$ cat src/rtl/tt_um_asiclab_nibble_div.sv
// Iterative 4-bit restoring divider on the Tiny Tapeout pin frame.
// A start edge on uio_in[0] launches the operation. Q/R appear on uo_out and busy/done/dbz on uio_out.
module tt_um_asiclab_nibble_div #(
  parameter int unsigned WIDTH = 4
) (
  input  logic       clk,
  input  logic       reset,
  input  logic [7:0] ui_in,
  output logic [7:0] uo_out,
  input  logic [7:0] uio_in,
  output logic [7:0] uio_out,
  output logic [7:0] uio_oe,
  input  logic       ena
);

  localparam int unsigned CW = 2;

  typedef enum logic [1:0] {
    S_IDLE = 2'd0,
    S_RUN  = 2'd1,
    S_DONE = 2'd2
  } state_t;

  state_t           r_state;
  logic             r_start_q;
  logic [WIDTH-1:0] r_a;
  logic [WIDTH-1:0] r_b;
  logic [WIDTH-1:0] r_q;
  logic [WIDTH:0]   r_p;
  logic [CW-1:0]    r_cnt;
  logic [7:0]       r_uo;
  logic             r_busy;
  logic             r_done;
  logic             r_dbz;

  logic             w_accept;
  logic [WIDTH:0]   w_p_shift;
  logic             w_ge;
  logic [WIDTH:0]   w_p_next;
  logic [WIDTH-1:0] w_q_next;
  logic             w_unused_ok;

  assign w_accept  = uio_in[0] & ~r_start_q & (r_state == S_IDLE);

  // One restoring step: r_a is shifted left each iteration, so its MSB is A[3-counter].
  assign w_p_shift = {r_p[WIDTH-1:0], r_a[WIDTH-1]};
  assign w_ge      = (w_p_shift >= {1'b0, r_b});
  assign w_p_next  = w_ge ? (w_p_shift - {1'b0, r_b}) : w_p_shift;
  assign w_q_next  = {r_q[WIDTH-2:0], w_ge};

  assign uo_out      = r_uo;
  assign uio_out     = {4'b0000, r_dbz, r_done, r_busy, 1'b0};
  assign uio_oe      = 8'b0000_1110;
  assign w_unused_ok = ^{ena, uio_in[7:1]};

  always_ff @(posedge clk or posedge reset) begin
    if (reset) begin
      r_state   <= S_IDLE;
      r_start_q <= 1'b0;
      r_a       <= '0;
      r_b       <= '0;
      r_q       <= '0;
      r_p       <= '0;
      r_cnt     <= '0;
      r_uo      <= '0;
      r_busy    <= 1'b0;
      r_done    <= 1'b0;
      r_dbz     <= 1'b0;
    end else begin
      r_start_q <= uio_in[0];
      case (r_state)
        S_IDLE: begin
          if (w_accept) begin
            if (ui_in[3:0] == '0) begin
              // Divide by zero: all-ones quotient and the dividend as the remainder, with no RUN cycles.
              r_uo    <= {4'hF, ui_in[7:4]};
              r_dbz   <= 1'b1;
              r_done  <= 1'b1;
              r_busy  <= 1'b0;
              r_state <= S_DONE;
            end else begin
              r_a     <= ui_in[7:4];
              r_b     <= ui_in[3:0];
              r_p     <= '0;
              r_q     <= '0;
              r_cnt   <= '0;
              r_busy  <= 1'b1;
              r_dbz   <= 1'b0;
              r_state <= S_RUN;
            end
          end
        end
        S_RUN: begin
          r_p   <= w_p_next;
          r_q   <= w_q_next;
          r_a   <= r_a << 1;
          r_cnt <= r_cnt + CW'(1);
          if (r_cnt == CW'(WIDTH - 1)) begin
            r_uo    <= {w_q_next, w_p_next[WIDTH-1:0]};
            r_busy  <= 1'b0;
            r_done  <= 1'b1;
            r_state <= S_DONE;
          end
        end
        S_DONE: begin
          r_done  <= 1'b0;
          r_state <= S_IDLE;
        end
        default: r_state <= S_IDLE;
      endcase
    end
  end

endmodule

$ cat config.mk
export PLATFORM = sky130hd
export DESIGN_NAME = tt_um_asiclab_nibble_div
export DESIGN_NICKNAME = d
export VERILOG_FILES = /design/src/rtl/tt_um_asiclab_nibble_div.sv
export SDC_FILE = /design/constraint.sdc
export NUM_CORES = 1
export LEC_CHECK = 0
export CORE_MARGIN = 2
export CORE_UTILIZATION = 43
export DETAILED_ROUTE_END_ITERATION = 8
export PLACE_DENSITY = 0.75
export SLEW_MARGIN = 20
export SYNTH_ARGS = -nofsm -noshare
export SYNTH_HDL_FRONTEND = slang
export SYNTH_SLANG_ARGS = --single-unit
$ cat constraint.sdc
create_clock -name clk -period 1.9 [get_ports clk]
set_input_delay 0.19 -clock clk [delete_from_list [all_inputs] [get_ports clk]]
set_output_delay 0.19 -clock clk [all_outputs]
set_load 0.02 [all_outputs]
==> results_dict.tcl <==
set metrics [dict create \
    clk_pin_slew_ps 70 \
    first_iter_violations 75 \
    yosys-top-cells-area "dfrtp_1 48%, buf_4 8.3%, nand2_1 4.2%" \
    skew_ps 4.72 \
    finalHoldViolCount 0 \
    slowest_delay_ps 410 \
    final_antenna_net_count 0 \
    worstPathRequired_ps 2070 \
    die_h_um 65.5 \
    cts-buffers-inserted 5 \
    yosysWarnings 0 \
    routed-wl-met3_um 191 \
    worst-r2r-cell-count 6 \
    fin_hold_ws_ps 295 \
    fin_util_pct 55.9 \
    critPathCaptureType "flop" \
    synth_top_area_share_pct 47.7 \
    setup_ws_ps 70.7 \
    portBuffers 21 \
    startpoint "r_b[0]$_DFFE_PP0P_" \
    placed_cell_area_sq_um 1920 \
    synth_seq_cells 31 \
    maxCapViolCount 0 \
    h-tree-depth 2 \
    synth_cells 161 \
    drc_errors 0 \
    grt_overflow 0 \
    final_nets 221 \
    setup_tns_ps 0 \
    finalMaxSlewViolations 0 \
    synth_edf_count 0 \
    initial_utilization_pct 44.5 \
    antenna_found_initial 0 \
    clk_path_buf_depth 2 \
    drive_above_1_share_pct 20.8 \
    vias 1191 \
    power.density_nw_per_um2 1770 \
    dieArea_sq_um 4290 \
    crit_slowest_cell "dfrtp_1" \
    synth_area_leader_cell "dfrtp_1" \
    cts_tree "yes" \
    max_freq_ghz 0.547 \
    crit_family "compound AO/OA/AOI/OAI gates" \
    route.met2.wl_um 1440 \
    routedWlPerCell_um 12.6 \
    core.rowCount 22 \
    area_growth_syn_to_layout_pct 25.8 \
    fin_crit_ps 1830 \
    yosys.cell_types.count 37 \
    cp.buffers_inverters 0 \
    coreArea_sq_um 3660 \
    rr_startpoint "r_b[0]$_DFFE_PP0P_" \
    startpoint_type "flop" \
    synth_seq_area_share_pct 47.7 \
    drt_pass1_iterations 4 \
    status "finished, final reports clean" \
    critPathMaxFanout 5 \
    seqCellArea_sq_um 776 \
    crit_chain "ha_4 > nand2b_1 > a21oi_2 > a22o_2 > and3_1 > o32a_1" \
    syn_area_per_cell_sq_um 10.1 \
    fin_crit_sh_pct 96.3 \
    post-place-ws_ps -79.6 \
    fill_cells 325 \
    path_class "reg2reg" \
    r2r_setup_slack_ps 70 \
    dp_hpwl_um 2200 \
    globalplace.congestion 0.788 \
    leakage_nw 0.954 \
    postRouteWirelength_um 3080 \
    grt_pass1_vias 1131 \
    holdBufCountCts 0 \
    multiInputGateArea_sq_um 716 \
    critPathArrivalTime_ps 2000 \
    crit_cells 6 \
    vias_per_cell 4.86 \
    grt_usage_pct 16.5 \
    synth_common_cells "31 x dfrtp_1, 18 x buf_4, 18 x nand2_1" \
    clock-root-buffer "clkbuf_8" \
    r2r-end "uo_out[0]$_DFFE_PP0P_" \
    grt_max_degree 32 \
    antennaDiodeCount 0 \
    peakVddDrop_mv 0.672 \
    grt_pass1_wl_um 5150 \
    final_area_sq_um 2050 \
    crit_end "uo_out[0]$_DFFE_PP0P_" \
    met1_length_um 1390 \
    clock_latency_ps 290 \
    syn_area_sq_um 1630 \
    async_flop_share_pct 100 \
    ios 43 \
    highest_layer "met4" \
    synth.most_common_cell "dfrtp_1" \
    clkSinkCount 31 \
    die_w_um 65.5 \
    hold_path_class "in2async" \
    ys.flop_type "dfrtp_1" \
    setup_viol 0 \
]
-- kinds of logic after synthesis --
logic type / share of synthesized area (%)
compound gates: 14.6
xor+xnor: 0.538
simple gates: 13.8
fa+ha+maj: 5.07
other cells: 0.461
buf+inv: 12.8
flops: 47.7
mux: 5.07
-- power breakdown --
part | switching (mW) | internal [mW]
Combinational | 0.956 | 1.01
Sequential | 0.190 | 0.957
Clock | 0.260 | 0.254
Total | 1.41 | 2.22
-- layer usage --
metal | GRT usage [%] | vias up
met5 | 0 | -
met4 | 7.03 | 0
met3 | 7.19 | 5
met2 | 25.1 | 31
met1 | 20.3 | 567
li1 | - | 588
-- timing repair --
item	CTS	global route
setup endpoints to repair	2	5
gates cloned	0	0
setup buffers	0	1
resized for setup	1	4
endpoints found under the hold margin	0	0
pin swaps	0	4
-- per-stage QoR --
stage | std cells | total power [mW]
2_1_floorplan | 172 | 2.42
3_3_place_gp | 236 | 2.96
3_5_place_dp | 236 | 3.00
4_1_cts | 244 | 3.54
5_1_grt | 245 | 3.92
6_report | 245 | 3.63
-- placed cells by master (no fill, tap or decap), types with 2 or more instances in the layout --
master           synthesis  routed
a21o_1                   2       2
inv_1                    8       7
buf_4                   18      17
o21ai_0                 10      10
clkinvlp_4               0       2
clkbuf_8                 0       5
a21oi_1                  3       2
buf_12                   0       2
nor2_1                  14      14
o21ai_1                  2       2
o21a_1                   2       2
a22o_1                   4       3
nand2_1                 18      18
a21oi_2                  2       3
ha_1                     5       3
mux2_4                   4       4
or4_1                    2       2
a31oi_1                  5       5
nor3_1                   3       3
ha_4                     0       2
a22oi_1                  3       3
conb_1                   2      13
nand2b_1                 2       2
mux2_2                   2       2
dfrtp_1                 31      31
clkdlybuf4s50_1          0      21
nor2b_1                  2       2
-- tightest hold or removal path, delay by kind of cell --
kind,cells,cell delay (ps)
buffers and inverters,3,810
-- area by class of cell --
class / instances / area share [%]
Sequential cell: 31 / 37.9
Multi-Input combinational cell: 110 / 34.9
Timing Repair Buffer: 40 / 18.4
Clock buffer: 5 / 3.36
Tap cell: 48 / 2.93
Inverter: 8 / 1.47
Clock inverter: 3 / 0.977
-- state kept, by name (all words and copies together), names as in the netlist --
signal     cells
r_state        2
r_a            4
uo_out         8
r_busy         1
r_cnt          2
r_b            4
r_done         1
r_dbz          1
r_start_q      1
r_q            3
r_p            4
-- worst min-delay path by stage --
stage                                  start                      to  slack [ps]
after floorplan                    uio_in[0]     r_start_q$_DFF_PP0_         220
after global placement    r_done$_DFFE_PP0P_      r_done$_DFFE_PP0P_         460
after detailed placement  r_done$_DFFE_PP0P_      r_done$_DFFE_PP0P_         470
after CTS                              reset    r_cnt[0]$_DFFE_PP0P_         310
after global routing                   reset  r_state[1]$_DFFE_PP0P_         340
final                                  reset    r_cnt[0]$_DFFE_PP0P_         300
Power figures use the tool's default switching activity.
==> edit 1: new RTL, config.mk and constraints unchanged <==
The 3 states of `state_t` get a one-hot encoding in 3 bits.
--- a/src/rtl/tt_um_asiclab_nibble_div.sv
+++ b/src/rtl/tt_um_asiclab_nibble_div.sv
@@ -15,10 +15,10 @@
 
   localparam int unsigned CW = 2;
 
-  typedef enum logic [1:0] {
-    S_IDLE = 2'd0,
-    S_RUN  = 2'd1,
-    S_DONE = 2'd2
+  typedef enum logic [2:0] {
+    S_IDLE = 3'b001,
+    S_RUN  = 3'b010,
+    S_DONE = 3'b100
   } state_t;
 
   state_t           r_state;
Formal check against the unedited RTL: no difference found for any inputs over 10 cycles, from zero or initial values and one cycle with reset high; not proved beyond that.
==> edit 1 against the unedited design <==
Setup slack better by 0.036 ns; via count grew 9.3%; critical path type unchanged; routed wire length rose by 8.6%; sequential cell count grew 1; non-clock buffer count is 2 higher; design area increased by 2.9%; synthesized area is 2.4% higher; largest cell class unchanged.
Power is not compared: it rests on default switching activity, and its combinational part moved more than twofold at a synthesized area within 25%.
==> edit 1: results (changes against the unedited design) <==
| Metric | Value |
|---|---|
| Sequential area share after synthesis | `48.1% (+0.47 points)` |
| Post-DP Area | `1950 um^2 (+1.6%)` |
| Vias in the first global route | `1195 (+5.7%)` |
| Syn. warnings | `0 (unchanged)` |
| First-iteration detailed-routing DRC count | `135 (+80%)` |
| Commonest cells in the synthesized netlist | `dfrtp_1 (31), nand2_1 (28), buf_4 (17)` |
| Min-Delay Path Class | `input port to asynchronous set/reset pin` |
| Setup Skew | `0.00706 ns (+0.00234 ns)` |
| Worst-case clock buffer depth | `2 (unchanged)` |
| Reg2reg path depth | `7 (+1)` |
| Post-Layout Cell Count | `261 (+6.5%)` |
| Clock Latency Late Sink | `0.29 ns (about the same)` |
| Worst Path Max Fanout | `4 (-1)` |
| Largest net degree at the start of global routing | `33 (+3.1%)` |
| Syn avg cell area | `9.52 um^2 (-5.8%)` |
| Vias per std cell | `4.99 (+2.6%)` |
| Initial antenna violation count | `0 (unchanged)` |
| NumNets Final | `237 (+7.2%)` |
| Top cells by area, synth | `dfrtp_1 (47%), buf_4 (7.7%), nand2_1 (6.3%)` |
| Final HPWL DP | `2.37 mm (+7.8%)` |
| Final hold viol count | `0 (unchanged)` |
| Layout cells sized above 1 | `18.8% (-2.0 points)` |
| Leakage power | `0.000957 uW` |
| CP max stage cell | `a2111o_1` |
| Worst setup path end | `uo_out[3]` |
| Placed cells | `250 (+5.9%)` |
| Pre-CTS setup slack | `-0.0111 ns (+0.0685 ns)` |
| Root buf cell | `clkbuf_8` |
| RePlAce Congestion | `0.805 (+2.2%)` |
| Worst r2r src | `r_b[2]` |
| Num CTS Buffers | `5 (unchanged)` |
| Final wirelength | `3.35 mm (+8.6%)` |
| Number of library cell types mapped by synthesis | `36 (-2.7%)` |
| First-pass GRT wire length | `5.62 mm (+9.2%)` |
| Crit-path max cell delay | `0.40 ns` |
| Final worst-path setup slack | `0.107 ns (+0.0360 ns)` |
| Status | `finished clean` |
| GRT Util Overall | `17.2% (+0.73 points)` |
| Layout fillers | `355 (+9.2%)` |
-- edit 1: logic make-up after synthesis --
group	count (synthesis)	synth area share, %
compound gates	37	14.3
buf+inv	30	11.3
flops	32	48.1
other cells	2	0.451
mux	5	3.15
simple gates	62	17.3
fa+ha+maj	6	4.96
xor+xnor	1	0.526
-- edit 1: per-layer routing --
layer  up-vias  wire length (um)  global-route usage, %
met5         -                 0                      0
met1       603              1580                   23.7
li1        647                 -                      -
met2        43              1510                   24.8
met4         0                72                   6.89
met3         9               182                   5.79
-- edit 1: repair_timing --
item / in CTS / in global routing
gates resized for setup: 0 / 4
setup endpoints to repair: 0 / 4
buffers inserted: 0 / 3
endpoints found under the hold margin: 0 / 0
-- edit 1: area by class of cell --
| cell class | instances | area share [%] |
|---|---|---|
| Timing Repair Buffer | 42 | 17.5 |
| Clock inverter | 3 | 2.02 |
| Clock buffer | 5 | 3.27 |
| Tap cell | 48 | 2.85 |
| Inverter | 7 | 1.25 |
| Sequential cell | 32 | 38.1 |
| Multi-Input combinational cell | 124 | 35.1 |
-- edit 1: where the power goes --
group	total [uW]	switching [uW]	internal [uW]
Clock	655	267	388
Sequential	934	97.6	836
Combinational	963	482	481
Total	2550	847	1700
-- edit 1: stage by stage --
step                      hold WS (ns)  TNS (ns)
after floorplan                  0.221         0
after global placement           0.467         0
after detailed placement         0.486   -0.0111
after CTS                        0.303         0
after global routing             0.324         0
final                            0.287         0
-- edit 1: worst min-delay path: stages --
cell	delay, ns
clkdlybuf4s50_1	0.40
inv_1	0.05
buf_4	0.36
==> edit 2: new RTL, same flow settings <==
Without the edit above. Set the localparam `CW` to 1 (it was 2).
--- a/src/rtl/tt_um_asiclab_nibble_div.sv
+++ b/src/rtl/tt_um_asiclab_nibble_div.sv
@@ -13,7 +13,7 @@
   input  logic       ena
 );
 
-  localparam int unsigned CW = 2;
+  localparam int unsigned CW = 1;
 
   typedef enum logic [1:0] {
     S_IDLE = 2'd0,
Behaviour: not the same (a bounded check fails within 4 cycles, from zero or initial values and one cycle with reset high).
==> edit 2 against the unedited design <==
Synthesized area decreased by 1.2%; routed wire length decreased by 1.9%; total power decreased by 3.9%; setup slack improved by 0.020 ns; via count increased by 0.59%; design area decreased by 3.5%; first-iteration DRC count decreased by 35%; synthesized cell count increased by 6.8%; sequential cell count decreased by 1.
==> edit 2: results (changes against the unedited design) <==
| Metric | Value |
|---|---|
| Status | `finished clean` |
| Leakage power | `0.000914 uW (-4.2%)` |
| Pre-CTS setup slack | `0.0103 ns (+0.0899 ns)` |
| Layout fillers | `347 (+6.8%)` |
| First-iteration detailed-routing DRC count | `49 (-35%)` |
| Portion of netlist area occupied by mux cells | `3.34% (-1.7 points)` |
| Hold slack | `0.273 ns (-0.0223 ns)` |
| Fmax | `553 MHz (+1.1%)` |
| Commonest cells in the synthesized netlist | `nand2_1 (39), dfrtp_1 (30), buf_4 (16), nor2_1 (16), a31oi_1 (8)` |
| Largest register FFs | `8 (unchanged)` |
| Crit-path max cell delay | `0.39 ns (-0.02 ns)` |
| Peak supply drop | `949 uV (+41%)` |
| Worst-case clock buffer depth | `2 (unchanged)` |
| Post-DP Area | `1850 um^2 (-3.8%)` |
| First-pass GRT wire length | `5.26 mm (+2.1%)` |
| Post-synthesis async set-or-reset flop share | `100% (unchanged)` |
| Worst R2R Setup Slack | `0.09 ns (+0.02 ns)` |
| Sequential area share after synthesis | `46.7% (-1.0 points)` |
| DR WL/cell | `12.0 um (-4.2%)` |
| Reg2reg path depth | `7 (+1)` |
| CP max stage cell | `dfrtp_1` |
| Crit path DAT | `2.03 ns (+0.03 ns)` |
| Vias in the first global route | `1208 (+6.8%)` |
| Number of library cell types mapped by synthesis | `36 (-2.7%)` |
| XOR/XNOR share of the synthesized area | `0.544% (+0.0063 points)` |
| Number of buffers added on ports | `21 (unchanged)` |
| Top cells by area, synth | `dfrtp_1 (47%), nand2_1 (9.1%), buf_4 (7.5%)` |
| CTS H-tree lvls | `2 (unchanged)` |
| Adder-Cell Fraction of Synth Area | `4.35% (-0.72 points)` |
| Top_reg_cell synth | `dfrtp_1` |
| Min-Delay Path Class | `input port to asynchronous set/reset pin` |
| GRT Util Overall | `16.3% (-0.22 points)` |
| Final HPWL DP | `2.14 mm (-2.6%)` |
| Setup Skew | `0.00957 ns (+0.00486 ns)` |
| Vias per std cell | `4.77 (-1.8%)` |
| Compound-gate portion of the synthesized area | `13.7% (-0.92 points)` |
| Layout cells sized above 1 | `19.2% (-1.6 points)` |
| RePlAce Congestion | `0.789 (about the same)` |
| Worst Path Max Fanout | `4 (-1)` |
| NumNets Final | `226 (+2.3%)` |
| Post-synthesis cell count | `172 (+6.8%)` |
| Placed cells | `242 (+2.5%)` |
| Largest net degree at the start of global routing | `31 (-3.1%)` |
| Post-Layout Cell Count | `251 (+2.4%)` |
| Delay-heaviest family, CP | `compound AO/OA/AOI/OAI gates` |
edit 2: cell count changes in the layout (fill, tap and decap cells not counted), moves of 3 or more:
cell / delta
nand2_1: +21
buf_4: -6
nor2_2: +3
mux2_4: -3
a31oi_1: +3
o21ai_0: -4
a22oi_1: -3
edit 2: cells by family after synthesis:
family          after synthesis
simple gates                 71
compound gates               30
flops                        30
buf+inv                      28
fa+ha+maj                     5
mux                           5
other cells                   2
xor+xnor                      1
edit 2: report_power, final:
part / switching (uW) / internal (uW) / total (uW)
sequential: 186 / 906 / 1090
clock: 252 / 291 / 543
combinational: 954 / 897 / 1850
edit 2: per-layer routing:
layer,up-vias,wire (um),global-route usage [%]
li1,601,-,-
met1,567,1420,20.9
met2,26,1420,25.1
met3,4,138,5.65
met4,0,40,6.51
met5,-,0,0
edit 2: per-stage QoR:
step / power [uW] / util, %
final: 3490 / 54.4
after global routing: 3790 / 54.4
after CTS: 3380 / 53.7
after detailed placement: 2790 / 50.9
after global placement: 2750 / 50.9
after floorplan: 2290 / -
edit 2: repair_timing:
item,CTS,global route
pin swaps,1,4
endpoints found under the setup margin,2,4
resized for setup,0,7
buffers inserted,1,0
hold endpoints to repair,0,0
edit 2: cell type report:
cell class              instances  share of cell area [%]
inverters                       7                    1.33
multi-input cells             125                    37.5
repair buffers                 33                    15.4
flip-flops and latches         30                    38.0
well taps                      48                    3.04
clock inverters                 2                   0.633
clock buffers                   6                    4.18
edit 2: worst min-delay path, delay by kind of cell:
kind	cells	cell delay, ns
buffers and inverters	3	0.79
edit 2: final timing paths:
kind,endpoint,start
worst max-delay path,uo_out[2],r_a[3]
worst min-delay path,r_p[2],reset
worst max register to register,uo_out[2],r_a[3]
worst min register to register,r_b[2],r_b[2]
max in group asynchronous,r_dbz,reset
min in group clk,r_start_q,uio_in[0]
